[config.mk]
export PLATFORM = sky130hd
export DESIGN_NAME = keypad_emulator
export DESIGN_NICKNAME = d
export VERILOG_FILES = /design/src/rtl/keypad_emulator.sv
export SDC_FILE = /design/constraint.sdc
export NUM_CORES = 1
export LEC_CHECK = 0
export ABC_AREA = 1
export BUFFER_PORTS_ARGS = -buffer_cell sky130_fd_sc_hd__buf_2
export CORE_MARGIN = 2
export CORE_UTILIZATION = 60
export DETAILED_ROUTE_END_ITERATION = 7
export GPL_TIMING_DRIVEN = 0
export PLACE_DENSITY = 0.91
export SLEW_MARGIN = 15
export SYNTH_ARGS = -nofsm -noshare
export SYNTH_HDL_FRONTEND = slang
export SYNTH_SLANG_ARGS = --single-unit
export TNS_END_PERCENT = 30
[constraint.sdc]
create_clock -name clk -period 2.9 [get_ports clk]
set_input_delay 0 -clock clk [delete_from_list [all_inputs] [get_ports clk]]
set_output_delay 0 -clock clk [all_outputs]
set_load 0.01 [all_outputs]
[src/rtl/keypad_emulator.sv]
// keypad_emulator
//   Stands in for a 4x4 active-low matrix keypad. Scripted key presses are
//   queued through a valid/ready port. Each press closes one row/column
//   contact for a programmed number of cycles, followed by a released gap.
//
//   Optional feature macro: KEYPAD_EMU_BOUNCE_EN. When it is defined, each
//   press edge is preceded by BOUNCE_CYCLES cycles of alternating contact.
//
// Ports
//   clk        in   system clock, rising edge
//   rst        in   asynchronous active-high reset
//   keypadRow  in   [3:0] scanner row drive, active-low
//   keypadCol  out  [3:0] column sense, active-low, idle 4'b1111
//   cmd_valid  in   command offered
//   cmd_ready  out  queue not full
//   cmd_key    in   [3:0] {row, col} of the key
//   cmd_hold   in   [HOLD_W-1:0] contact-closed cycles (0 behaves as 1)
//   busy       out  FSM active or queue non-empty
//   done       out  one-cycle pulse on the first released (gap) cycle
//
// States
//   S_IDLE       | contact open, pops the next command when one is queued
//   S_PRESS      | contact closed for hold_q cycles
//   S_GAP        | contact open for GAP_CYCLES cycles
//   S_BOUNCE_IN  | contact follows bounce_q[0] before the press (bounce build)
//   S_BOUNCE_OUT | contact follows bounce_q[0] after the press (bounce build)
module keypad_emulator #(
  parameter int HOLD_W        = 16,
  parameter int GAP_CYCLES    = 1000,
  parameter int FIFO_DEPTH    = 4,
  parameter int BOUNCE_CYCLES = 8
) (
  input  logic              clk,
  input  logic              rst,
  input  logic [3:0]        keypadRow,
  output logic [3:0]        keypadCol,
  input  logic              cmd_valid,
  output logic              cmd_ready,
  input  logic [3:0]        cmd_key,
  input  logic [HOLD_W-1:0] cmd_hold,
  output logic              busy,
  output logic              done
);

  localparam int AW = $clog2(FIFO_DEPTH);
  localparam int GW = $clog2(GAP_CYCLES + 1);
  localparam int EW = 4 + HOLD_W;

  if (GAP_CYCLES < 1 || FIFO_DEPTH < 2 || (FIFO_DEPTH & (FIFO_DEPTH - 1)) != 0 ||
      BOUNCE_CYCLES < 1) begin : g_bad_params
    $error("keypad_emulator: illegal parameter value");
  end

  // Command FIFO; pointers carry one extra wrap bit to tell full from empty
  logic [EW-1:0] mem_q [FIFO_DEPTH];
  logic [AW:0]   wr_ptr_q, rd_ptr_q;
  logic          full, empty, push, pop;
  logic [EW-1:0] head;

  assign empty     = (wr_ptr_q == rd_ptr_q);
  assign full      = (wr_ptr_q[AW] != rd_ptr_q[AW]) &&
                     (wr_ptr_q[AW-1:0] == rd_ptr_q[AW-1:0]);
  assign cmd_ready = !full;
  assign push      = cmd_valid && !full;
  assign head      = mem_q[rd_ptr_q[AW-1:0]];

  always_ff @(posedge clk) begin
    if (push) mem_q[wr_ptr_q[AW-1:0]] <= {cmd_key, cmd_hold};
  end

  always_ff @(posedge clk or posedge rst) begin
    if (rst) begin
      wr_ptr_q <= '0;
      rd_ptr_q <= '0;
    end else begin
      if (push) wr_ptr_q <= wr_ptr_q + 1'b1;
      if (pop)  rd_ptr_q <= rd_ptr_q + 1'b1;
    end
  end

  typedef enum logic [2:0] {
    S_IDLE,
    S_PRESS,
    S_GAP
`ifdef KEYPAD_EMU_BOUNCE_EN
    , S_BOUNCE_IN,
    S_BOUNCE_OUT
`endif
  } state_t;

  state_t            state_q, state_d;
  logic [3:0]        key_q, key_d;
  logic [HOLD_W-1:0] hold_q, hold_d;
  logic [GW-1:0]     gap_q, gap_d;
  logic              closed;
`ifdef KEYPAD_EMU_BOUNCE_EN
  localparam int BW = $clog2(BOUNCE_CYCLES + 1);
  logic [BW-1:0]     bounce_q, bounce_d;
`endif

  always_ff @(posedge clk or posedge rst) begin
    if (rst) begin
      state_q  <= S_IDLE;
      key_q    <= '0;
      hold_q   <= '0;
      gap_q    <= '0;
`ifdef KEYPAD_EMU_BOUNCE_EN
      bounce_q <= '0;
`endif
    end else begin
      state_q  <= state_d;
      key_q    <= key_d;
      hold_q   <= hold_d;
      gap_q    <= gap_d;
`ifdef KEYPAD_EMU_BOUNCE_EN
      bounce_q <= bounce_d;
`endif
    end
  end

  always_comb begin
    state_d  = state_q;
    key_d    = key_q;
    hold_d   = hold_q;
    gap_d    = gap_q;
`ifdef KEYPAD_EMU_BOUNCE_EN
    bounce_d = bounce_q;
`endif
    pop      = 1'b0;
    closed   = 1'b0;
    done     = 1'b0;
    case (state_q)
      S_IDLE: begin
        if (!empty) begin
          pop    = 1'b1;
          key_d  = head[EW-1:HOLD_W];
          hold_d = (head[HOLD_W-1:0] == '0) ? HOLD_W'(1) : head[HOLD_W-1:0];
`ifdef KEYPAD_EMU_BOUNCE_EN
          bounce_d = '0;
          state_d  = S_BOUNCE_IN;
`else
          state_d  = S_PRESS;
`endif
        end
      end
      S_PRESS: begin
        closed = 1'b1;
        if (hold_q == HOLD_W'(1)) begin
`ifdef KEYPAD_EMU_BOUNCE_EN
          bounce_d = '0;
          state_d  = S_BOUNCE_OUT;
`else
          gap_d    = GW'(GAP_CYCLES);
          state_d  = S_GAP;
`endif
        end else begin
          hold_d = hold_q - 1'b1;
        end
      end
      S_GAP: begin
        done = (gap_q == GW'(GAP_CYCLES));
        if (gap_q == GW'(1)) state_d = S_IDLE;
        else                 gap_d   = gap_q - 1'b1;
      end
`ifdef KEYPAD_EMU_BOUNCE_EN
      // Counter starts at 0, so the first bounce cycle is open
      S_BOUNCE_IN: begin
        closed = bounce_q[0];
        if (bounce_q == BW'(BOUNCE_CYCLES - 1)) state_d  = S_PRESS;
        else                                     bounce_d = bounce_q + 1'b1;
      end
      S_BOUNCE_OUT: begin
        closed = bounce_q[0];
        if (bounce_q == BW'(BOUNCE_CYCLES - 1)) begin
          gap_d   = GW'(GAP_CYCLES);
          state_d = S_GAP;
        end else begin
          bounce_d = bounce_q + 1'b1;
        end
      end
`endif
      default: state_d = S_IDLE;
    endcase
  end

  // Passive switch: the column follows the row drive combinationally
  always_comb begin
    keypadCol = 4'b1111;
    if (closed && !keypadRow[key_q[3:2]]) keypadCol[key_q[1:0]] = 1'b0;
  end

  assign busy = (state_q != S_IDLE) || !empty;

endmodule

==> results of run 1 <==
[final cells by class]
cell class	count	area, µm²	area share (%)
Tap cell	111	139	2.06
Timing Repair Buffer	59	450	6.68
Inverter	48	180	2.67
Multi-Input combinational cell	374	1870	27.7
Buffer	21	141	2.10
Clock inverter	14	196	2.91
Clock buffer	18	418	6.20
Sequential cell	118	3350	49.7
[worst max-delay path, cell delays in order (launching register included)]
cell and delay [ns]:
dfrtp_1 0.39, buf_4 0.18, xnor2_2 0.20, nand3b_1 0.17, nand2_2 0.18, nor2_2 0.61
buf_6 0.26
[timing repair]
item                                   in CTS  in global routing
buffers inserted                            0                  0
endpoints found under the hold margin     120                  0
hold buffers                               22                  0
[synth_stat cells, drive strengths merged]
cell	number	share of area [%]
nand3b	2	0.27
o21ai	52	4.8
a31oi	1	0.11
xor2	9	1.4
nand3	57	5.4
nor2	57	4.4
o22ai	7	0.79
clkbuf	2	0.14
ha	9	2.0
nand2	145	10
a22o	1	0.16
mux2	1	0.20
dfrtp	38	17
o31ai	1	0.14
nand4	6	0.68
buf	19	2.4
a21oi	16	1.4
xnor2	4	0.77
o211ai	1	0.14
a22oi	1	0.14
edfxtp	80	43
nor3	4	0.45
inv	48	3.3
[path summary, 6_finish.rpt]
| kind | from | endpoint | slack, ns | cells past startpoint |
|---|---|---|---|---|
| max in group asynchronous | rst | rd_ptr_q[1]$_DFFE_PP0P_ | 2.42 | 4 |
| worst max register to register | rd_ptr_q[0]$_DFFE_PP0P_ | mem_q[0][5]$_DFFE_PP_ | 0.59 | 6 |
| worst min-delay path | rst | gap_q[8]$_DFFE_PP0P_ | 0.03 | 3 |
| worst min register to register | rd_ptr_q[2]$_DFFE_PP0P_ | rd_ptr_q[2]$_DFFE_PP0P_ | 0.51 | 1 |
| min in group clk | cmd_hold[4] | mem_q[3][4]$_DFFE_PP_ | 0.22 | 2 |
| worst max-delay path | rd_ptr_q[0]$_DFFE_PP0P_ | mem_q[0][5]$_DFFE_PP_ | 0.59 | 6 |
[stage by stage]
stage	cells	power, µW	setup slack (ns)	instance area, µm²
6_report	763	4900	0.587	6750
5_1_grt	763	5020	0.530	6750
4_1_cts	763	4860	0.426	6740
3_5_place_dp	709	2650	0.522	5910
3_3_place_gp	705	2570	0.0955	5830
2_1_floorplan	561	2450	0.649	5530
[state kept, by name, summed over array words and instances (netlist names)]
register	count
gap_q	10
mem_q	80
state_q	2
hold_q	16
rd_ptr_q	3
wr_ptr_q	3
key_q	4
[logic make-up (layout without fill, tap and decap cells)]
kind of cell / Yosys count / in the layout / share of synthesized area, %
compound gates: 80 / 80 / 7.69
xor+xnor: 13 / 13 / 2.20
fa+ha+maj: 9 / 9 / 2.04
buf+inv: 69 / 160 / 5.82
flops: 118 / 118 / 60.6
mux: 1 / 1 / 0.204
simple gates: 271 / 271 / 21.4
[where the power goes]
part / total (µW) / switching, µW / internal (µW)
clock: 2200 / 795 / 1400
combinational: 544 / 371 / 173
sequential: 2160 / 85.3 / 2070
total: 4900 / 1250 / 3650
[per-layer routing]
layer  track usage, %  vias up
met5                0        -
met4             15.2        0
met3             6.96       56
met2             48.4      272
met1             34.4     2118
li1                 -     2051
==> flow_summary.json, run 1 <==
{
  "outcome": "finished clean",
  "criticalPathCategory": "register to register",
  "hp-class": "primary input to asynchronous set/reset pin",
  "place_congestion": 0.909,
  "top_layer_used": "met4",
  "cap_violations": 0,
  "required_ns": 3.13,
  "drt_iter0_drc": 508,
  "max_clock_freq_mhz": 432,
  "cts_inserted_buffers": 17,
  "htreeDepth": 4,
  "seq_area_frac_synth_pct": 60.6,
  "rows": 35,
  "syn_area_per_cell_um2": 9.86,
  "rsz0062_at_grt": "false",
  "cp.arrival_ns": 2.54,
  "die_y_um": 100,
  "tns_ns": 0,
  "wirelength_um": 13400,
  "cts.path.max_buffers": 2,
  "synth_nets": 597,
  "p_per_area_mw_per_mm2": 727,
  "firstDrtPassIters": 5,
  "cp-start-kind": "register",
  "clkTransAtPathRegs_ns": 0.06,
  "grt_pass1_wl_um": 22100,
  "p_leak_uw": 0.00285,
  "mostFrequentLayoutCells": "nand2_1 (140), edfxtp_1 (80), nand3_1 (54)",
  "ir_drop_uv": 758,
  "final_max_slew_viol_count": 0,
  "tightest_slew_ns": 0.738,
  "grt_overflow": 0,
  "yosysUniqueCellTypes": 35,
  "cp_max_fo": 12,
  "cts_tree": "yes",
  "synth-seq-cells": 118,
  "post_cts_resize_count": 0,
  "worstSetupEndpointType": "register",
  "wire_per_inst_um": 17.6,
  "synth_cells": 561,
  "grt_max_degree": 22,
  "die_w_um": 100,
  "io_pins": 34,
  "syn_to_final_growth_pct": 22.0,
  "whs_ns": 0.0273,
  "final_core_util_pct": 74.1,
  "dr_wl_met2_um": 6840,
  "clk_latency_ns": 0.53,
  "via_per_inst": 5.89,
  "final.min_clock_period_ns": 2.31,
  "final_common_cell": "nand2_1",
  "antennaDiodeCount": 0,
  "die-area_mm2": 0.0100,
  "fin_skew_ns": 0.0108,
  "yosys_warnings": 0,
  "coreArea_mm2": 0.00911,
  "numPortBuffers": 33,
  "nFillCells": 526,
  "clkSinkCount": 118,
  "final-setup-viol-count": 0,
  "nets": 675,
  "start_util_pct": 60.7,
  "track_usage_pct": 28.7,
  "antenna_found_initial": 0,
  "post-route-period-util_pct": 79.7,
  "syn_area_mm2": 0.00553,
  "drive_above_1_share_pct": 17.2,
  "max_slew_margin_pct": 50.8,
  "drc": 0,
  "dpl.hpwl_um": 8070,
  "dr_wl_met3_um": 990,
  "hold_viol_final": 0,
  "wl_met1_um": 5090,
  "grt_pass1_vias": 4613,
  "ant_nets": 0,
  "clock-root-buffer": "clkbuf_8",
  "num_vias": 4497
}
Power figures use the tool's default switching activity.
==> inputs of run 2 (changes only) <==
--- a/config.mk
+++ b/config.mk
@@ -8,10 +8,10 @@
 export ABC_AREA = 1
 export BUFFER_PORTS_ARGS = -buffer_cell sky130_fd_sc_hd__buf_2
 export CORE_MARGIN = 2
-export CORE_UTILIZATION = 60
+export CORE_UTILIZATION = 55
 export DETAILED_ROUTE_END_ITERATION = 7
 export GPL_TIMING_DRIVEN = 0
-export PLACE_DENSITY = 0.91
+export PLACE_DENSITY = 0.88
 export SLEW_MARGIN = 15
 export SYNTH_ARGS = -nofsm -noshare
 export SYNTH_HDL_FRONTEND = slang
==> constraint.sdc (replaced) <==
create_clock -name clk -period 2.05 [get_ports clk]
set_input_delay 0 -clock clk [delete_from_list [all_inputs] [get_ports clk]]
set_output_delay 0 -clock clk [all_outputs]
set_load 0.01 [all_outputs]
==> run 2 against run 1 <==
Count of clock-buffer cells in the layout down 1; setup slack got worse by 0.54 ns; via count grew 2.5%; die area up 8.7%; non-clock buffer count grew 9; register-to-register slack worse by 0.54 ns; sequential power rose by 42%; final cell count up 4.1%; routed wire length increased by 6.7%; flip-flop and latch count did not move; clock power is 25% higher; critical path depth down 1.
==> flow_summary.json, run 2 (synthesis gave the netlist of run 1 again) <==
{
  "final-setup-viol-count": 0,
  "finalPower_uw": 6710,
  "coreArea_mm2": 0.00977,
  "clkTransAtPathRegs_ns": 0.06,
  "clock-root-buffer": "clkbuf_8",
  "final_max_slew_viol_count": 0,
  "ff2ff_path_depth": 5,
  "firstDrtPassIters": 5,
  "cp.arrival_ns": 2.42,
  "outcome": "finished clean",
  "num_vias": 4610,
  "nets": 684,
  "largest_reg_flops": 80,
  "required_ns": 2.47,
  "wire_per_inst_um": 18.1,
  "drive_above_1_share_pct": 18.5,
  "wirelength_um": 14300,
  "cts_inserted_buffers": 17,
  "clkSinkCount": 118,
  "rows": 36,
  "fin_skew_ns": 0.0158,
  "r2r_slack_ns": 0.05,
  "cp_max_fo": 21,
  "grt_pass1_wl_um": 21200,
  "start_util_pct": 56.6,
  "die_y_um": 104,
  "critPathMaxStageDelay_ns": 0.56,
  "clk_latency_ns": 0.53,
  "whs_ns": 0.216,
  "timing.rr.end": "wr_ptr_q[2]$_DFFE_PP0N_",
  "max_clock_freq_mhz": 499,
  "final_common_cell": "nand2_1",
  "p_per_area_mw_per_mm2": 984,
  "min_to": "mem_q[1][17]$_DFFE_PP_",
  "whs_path_depth": 2,
  "slowest_stage": "nor2_4",
  "antennaDiodeCount": 0,
  "grt_pass1_vias": 4442,
  "ant_nets": 0,
  "dp_cells": 731,
  "p_seq_share_pct": 45.7,
  "criticalPathCategory": "register to register",
  "regArea_mm2": 0.00335,
  "htreeDepth": 4,
  "cp_cell_sequence": "xnor2_1 -> nand3b_1 -> nand2_4 -> nor2_4 -> xor2_1",
  "hp-class": "primary input to register",
  "drt_iter0_drc": 604,
  "comb_power_share_pct": 13.5,
  "final.min_clock_period_ns": 2.00,
  "multiInputGateArea_mm2": 0.00189,
  "p_leak_uw": 0.00287,
  "cts_tree": "yes",
  "r2r-start": "rd_ptr_q[1]$_DFFE_PP0P_",
  "die_w_um": 104,
  "max_slew_margin_pct": 53.7,
  "mostFrequentLayoutCells": "nand2_1 (140), edfxtp_1 (80), nand3_1 (54)",
  "dpl.hpwl_um": 8030,
  "fin_cells": 794,
  "nFillCells": 603,
  "track_usage_pct": 25.1,
  "pwr-share-clk_pct": 40.8,
  "grt_overflow": 0,
  "syn_to_final_growth_pct": 23.3,
  "via_per_inst": 5.81,
  "p_switching_uw": 1840,
  "hold_start": "cmd_key[1]",
  "cap_violations": 0,
  "cp-start-kind": "register",
  "numPortBuffers": 33,
  "ir_drop_uv": 741,
  "post-route-period-util_pct": 97.7,
  "worstSetupEndpointType": "register",
  "tightest_slew_ns": 0.693,
  "p_int_uw": 4870,
  "antenna_found_initial": 0,
  "io_pins": 34,
  "switching_share_pct": 27.4,
  "die-area_mm2": 0.0109,
  "cts.path.max_buffers": 2,
  "hold_viol_final": 0,
  "place_congestion": 0.899,
  "grt_max_degree": 30,
  "drc": 0
}
run 2: cell types whose count changed in the layout (fill, tap and decap cells not counted), sizes merged:
cell,delta
clkbuf,-1
buf,+8
dlygate4sd3,+1
clkinvlp,+3
bufinv,-3
clkinv,+1
run 2: worst max-delay path: cells and delay by family (launching register included):
| kind | cells | cell delay [ns] |
|---|---|---|
| and+or+nand+nor | 3 | 0.90 |
| xor gates and xnor gates | 2 | 0.53 |
| DFF | 1 | 0.47 |
run 2: how the worst max path moves through the flow:
stage                                       start                       to  cells after the start
final                     rd_ptr_q[1]$_DFFE_PP0P_  wr_ptr_q[2]$_DFFE_PP0N_                      5
after global routing      rd_ptr_q[0]$_DFFE_PP0P_  wr_ptr_q[2]$_DFFE_PP0N_                      6
after CTS                 rd_ptr_q[2]$_DFFE_PP0P_   mem_q[0][12]$_DFFE_PP_                      5
after detailed placement  rd_ptr_q[2]$_DFFE_PP0P_  wr_ptr_q[2]$_DFFE_PP0N_                      5
after global placement    rd_ptr_q[2]$_DFFE_PP0P_    mem_q[2][0]$_DFFE_PP_                      4
after floorplan           rd_ptr_q[2]$_DFFE_PP0P_    mem_q[1][0]$_DFFE_PP_                      4
run 2: stage by stage:
step	util (%)	TNS (ns)	instance area [µm²]	setup slack, ns
after CTS	68.6	-3.45	6710	-0.157
after floorplan	-	-12.05	5530	-0.201
after global routing	69.8	-0.506	6820	-0.0754
after global placement	60.0	-50.67	5860	-0.759
final	69.8	0	6820	0.0462
after detailed placement	60.6	-8.98	5930	-0.338
run 2: layout make-up:
cell class	instances	area share (%)
buffer	21	2.07
multi-input combinational	374	27.8
sequential	118	49.2
clock buffer	17	6.07
inverter	48	2.64
tap	133	2.44
clock inverter	15	1.91
timing repair buffer	68	7.89
run 2: layer usage:
metal	vias up	wire, µm	GRT usage [%]
li1	2074	-	-
met1	2183	5260	28.9
met2	284	7330	44.4
met3	69	1160	5.95
met4	0	583	11.2
met5	-	0	0
run 2: repair_timing:
item,CTS,global route
gates resized for setup,1,5
pin swaps,0,3
hold endpoints to repair,120,0
setup endpoints to repair,49,83
setup buffers,0,8
hold buffers,23,0
run 2: power by group through the flow:
stage | sequential [µW] | combinational [µW] | clock (µW)
after detailed placement | 3080 | 667 | 0
after floorplan | 3060 | 407 | 0
final | 3060 | 909 | 2740
after CTS | 3040 | 728 | 2710
after global routing | 3080 | 962 | 2850
after global placement | 3070 | 565 | 0
==> inputs of run 3 (changes only) <==
==> constraint.sdc (replaced) <==
create_clock -name clk -period 2.05 [get_ports clk]
set_input_delay 0 -clock clk [delete_from_list [all_inputs] [get_ports clk]]
set_output_delay 0 -clock clk [all_outputs]
set_load 0.02 [all_outputs]
==> run 3 against run 2 <==
Clock skew fell by 0.0082 ns; clock power hardly changed; final cell count unchanged; routed wire length grew 0.46%; sequential share of layout area is essentially flat; non-clock buffer count is the same; critical path depth unchanged; via count down 0.80%; register-to-register slack hardly changed; maximum frequency decreased by 0.15%; count of clock-buffer cells in the layout unchanged; setup slack worse by 0.0029 ns.
==> flow_summary.json, run 3 (synthesis gave the netlist of run 1 again) <==
{
  "dp_cells": 731,
  "final_common_cell": "nand2_1",
  "via_per_inst": 5.76,
  "hold_start": "cmd_key[1]",
  "nets": 684,
  "drt_iter0_drc": 660,
  "largest_reg_flops": 80,
  "criticalPathCategory": "register to register",
  "htreeDepth": 4,
  "met2_usage_pct": 44.4,
  "cts_inserted_buffers": 17,
  "multiInputGateArea_mm2": 0.00190,
  "cp_max_fo": 21,
  "cp.arrival_ns": 2.42,
  "required_ns": 2.47,
  "use_met1_pct": 28.9,
  "drc": 0,
  "clkSinkCount": 118,
  "io_pins": 34,
  "hold_viol_final": 0,
  "grt_pass1_wl_um": 21200,
  "grt_max_degree": 30,
  "numPortBuffers": 33,
  "ir_drop_uv": 735,
  "grt.met3_usage_pct": 5.95,
  "num_vias": 4573,
  "hp-class": "primary input to register",
  "timing.rr.end": "wr_ptr_q[2]$_DFFE_PP0N_",
  "outcome": "finished clean",
  "cts.path.max_buffers": 2,
  "clk_latency_ns": 0.53,
  "cts_tree": "yes",
  "track_usage_pct": 25.1,
  "final-setup-viol-count": 0,
  "finalPower_uw": 6710,
  "die_w_um": 104,
  "firstDrtPassIters": 5,
  "dpl.hpwl_um": 8030,
  "cap_violations": 0,
  "grt_overflow": 0,
  "rows": 36,
  "start_util_pct": 56.6,
  "clock-root-buffer": "clkbuf_8",
  "r2r_slack_ns": 0.04,
  "clkTransAtPathRegs_ns": 0.06,
  "nFillCells": 602,
  "mostFrequentLayoutCells": "nand2_1 (140), edfxtp_1 (80), nand3_1 (54)",
  "ff2ff_path_depth": 5,
  "final.min_clock_period_ns": 2.01,
  "regArea_mm2": 0.00335,
  "busiest_layer": "met2",
  "wirelength_um": 14400,
  "max_slew_margin_pct": 54.1,
  "fin_cells": 794,
  "p_leak_uw": 0.00287,
  "place_congestion": 0.899,
  "max_clock_freq_mhz": 498,
  "worstSetupEndpointType": "register",
  "coreArea_mm2": 0.00977,
  "fin_skew_ns": 0.00757,
  "drive_above_1_share_pct": 18.6,
  "die-area_mm2": 0.0109,
  "wire_per_inst_um": 18.1,
  "syn_to_final_growth_pct": 23.4,
  "antennaDiodeCount": 0,
  "whs_path_depth": 2,
  "p_per_area_mw_per_mm2": 984,
  "final_max_slew_viol_count": 0,
  "min_to": "mem_q[2][17]$_DFFE_PP_",
  "antenna_found_initial": 0,
  "placed_cell_area_mm2": 0.00593,
  "ant_nets": 0,
  "cp-start-kind": "register",
  "die_y_um": 104,
  "design_area_mm2": 0.00682,
  "post-route-period-util_pct": 97.9,
  "grt_pass1_vias": 4442,
  "r2r-start": "rd_ptr_q[1]$_DFFE_PP0P_",
  "tightest_slew_ns": 0.687
}
run 3: what timing repair did:
| action | 4_1_cts | 5_1_grt |
|---|---|---|
| gates resized for setup | 1 | 6 |
| setup buffers | 0 | 8 |
| pin swaps | 0 | 3 |
| hold endpoints to repair | 120 | 0 |
| hold buffers | 23 | 0 |
| setup endpoints to repair | 49 | 84 |
run 3: stage by stage:
| stage | util [%] | TNS, ns | worst slack, ns | hold slack, ns |
|---|---|---|---|---|
| 2_1_floorplan | - | -18.01 | -0.300 | 0.0989 |
| 3_3_place_gp | 60.0 | -50.67 | -0.759 | 0.208 |
| 3_5_place_dp | 60.6 | -8.98 | -0.338 | -0.0660 |
| 4_1_cts | 68.6 | -3.45 | -0.157 | 0.218 |
| 5_1_grt | 69.8 | -0.343 | -0.0696 | 0.231 |
| 6_report | 69.8 | 0 | 0.0433 | 0.215 |
run 3: worst max-delay path: stages, from the launching register on:
cell and delay (ns):
dfrtp_1 0.47, xnor2_1 0.22, nand3b_1 0.18, nand2_4 0.15, nor2_4 0.56, xor2_1 0.31
run 3: worst max-delay path by stage:
| stage | startpoint | end | slack [ns] |
|---|---|---|---|
| after CTS | rd_ptr_q[2]$_DFFE_PP0P_ | mem_q[0][12]$_DFFE_PP_ | -0.16 |
| final | rd_ptr_q[1]$_DFFE_PP0P_ | wr_ptr_q[2]$_DFFE_PP0N_ | 0.04 |
| after detailed placement | rd_ptr_q[2]$_DFFE_PP0P_ | wr_ptr_q[2]$_DFFE_PP0N_ | -0.34 |
| after floorplan | rd_ptr_q[2]$_DFFE_PP0P_ | mem_q[0][0]$_DFFE_PP_ | -0.30 |
| after global placement | rd_ptr_q[2]$_DFFE_PP0P_ | mem_q[2][0]$_DFFE_PP_ | -0.76 |
| after global routing | rd_ptr_q[0]$_DFFE_PP0P_ | wr_ptr_q[2]$_DFFE_PP0N_ | -0.07 |
run 3: layout make-up:
class	count	area share (%)
clock inverters	15	1.91
repair buffers	68	7.89
well taps	133	2.44
inverters	48	2.64
flip-flops and latches	118	49.2
plain buffers	21	2.07
multi-input cells	374	27.8
clock buffers	17	6.07
run 3: power by group:
| part | total (µW) | internal (µW) | leakage [µW] | switching, µW |
|---|---|---|---|---|
| Combinational | 909 | 332 | 0.00141 | 577 |
| Clock | 2740 | 1610 | 0.000256 | 1130 |
| Sequential | 3060 | 2930 | 0.00120 | 131 |
run 3: routing by layer:
metal | wire length, µm | up-vias | share of wire [%]
met1 | 5350 | 2157 | 37
met4 | 551 | 0 | 3.8
li1 | - | 2078 | -
met3 | 1090 | 59 | 7.6
met2 | 7420 | 279 | 51
met5 | 0 | - | 0
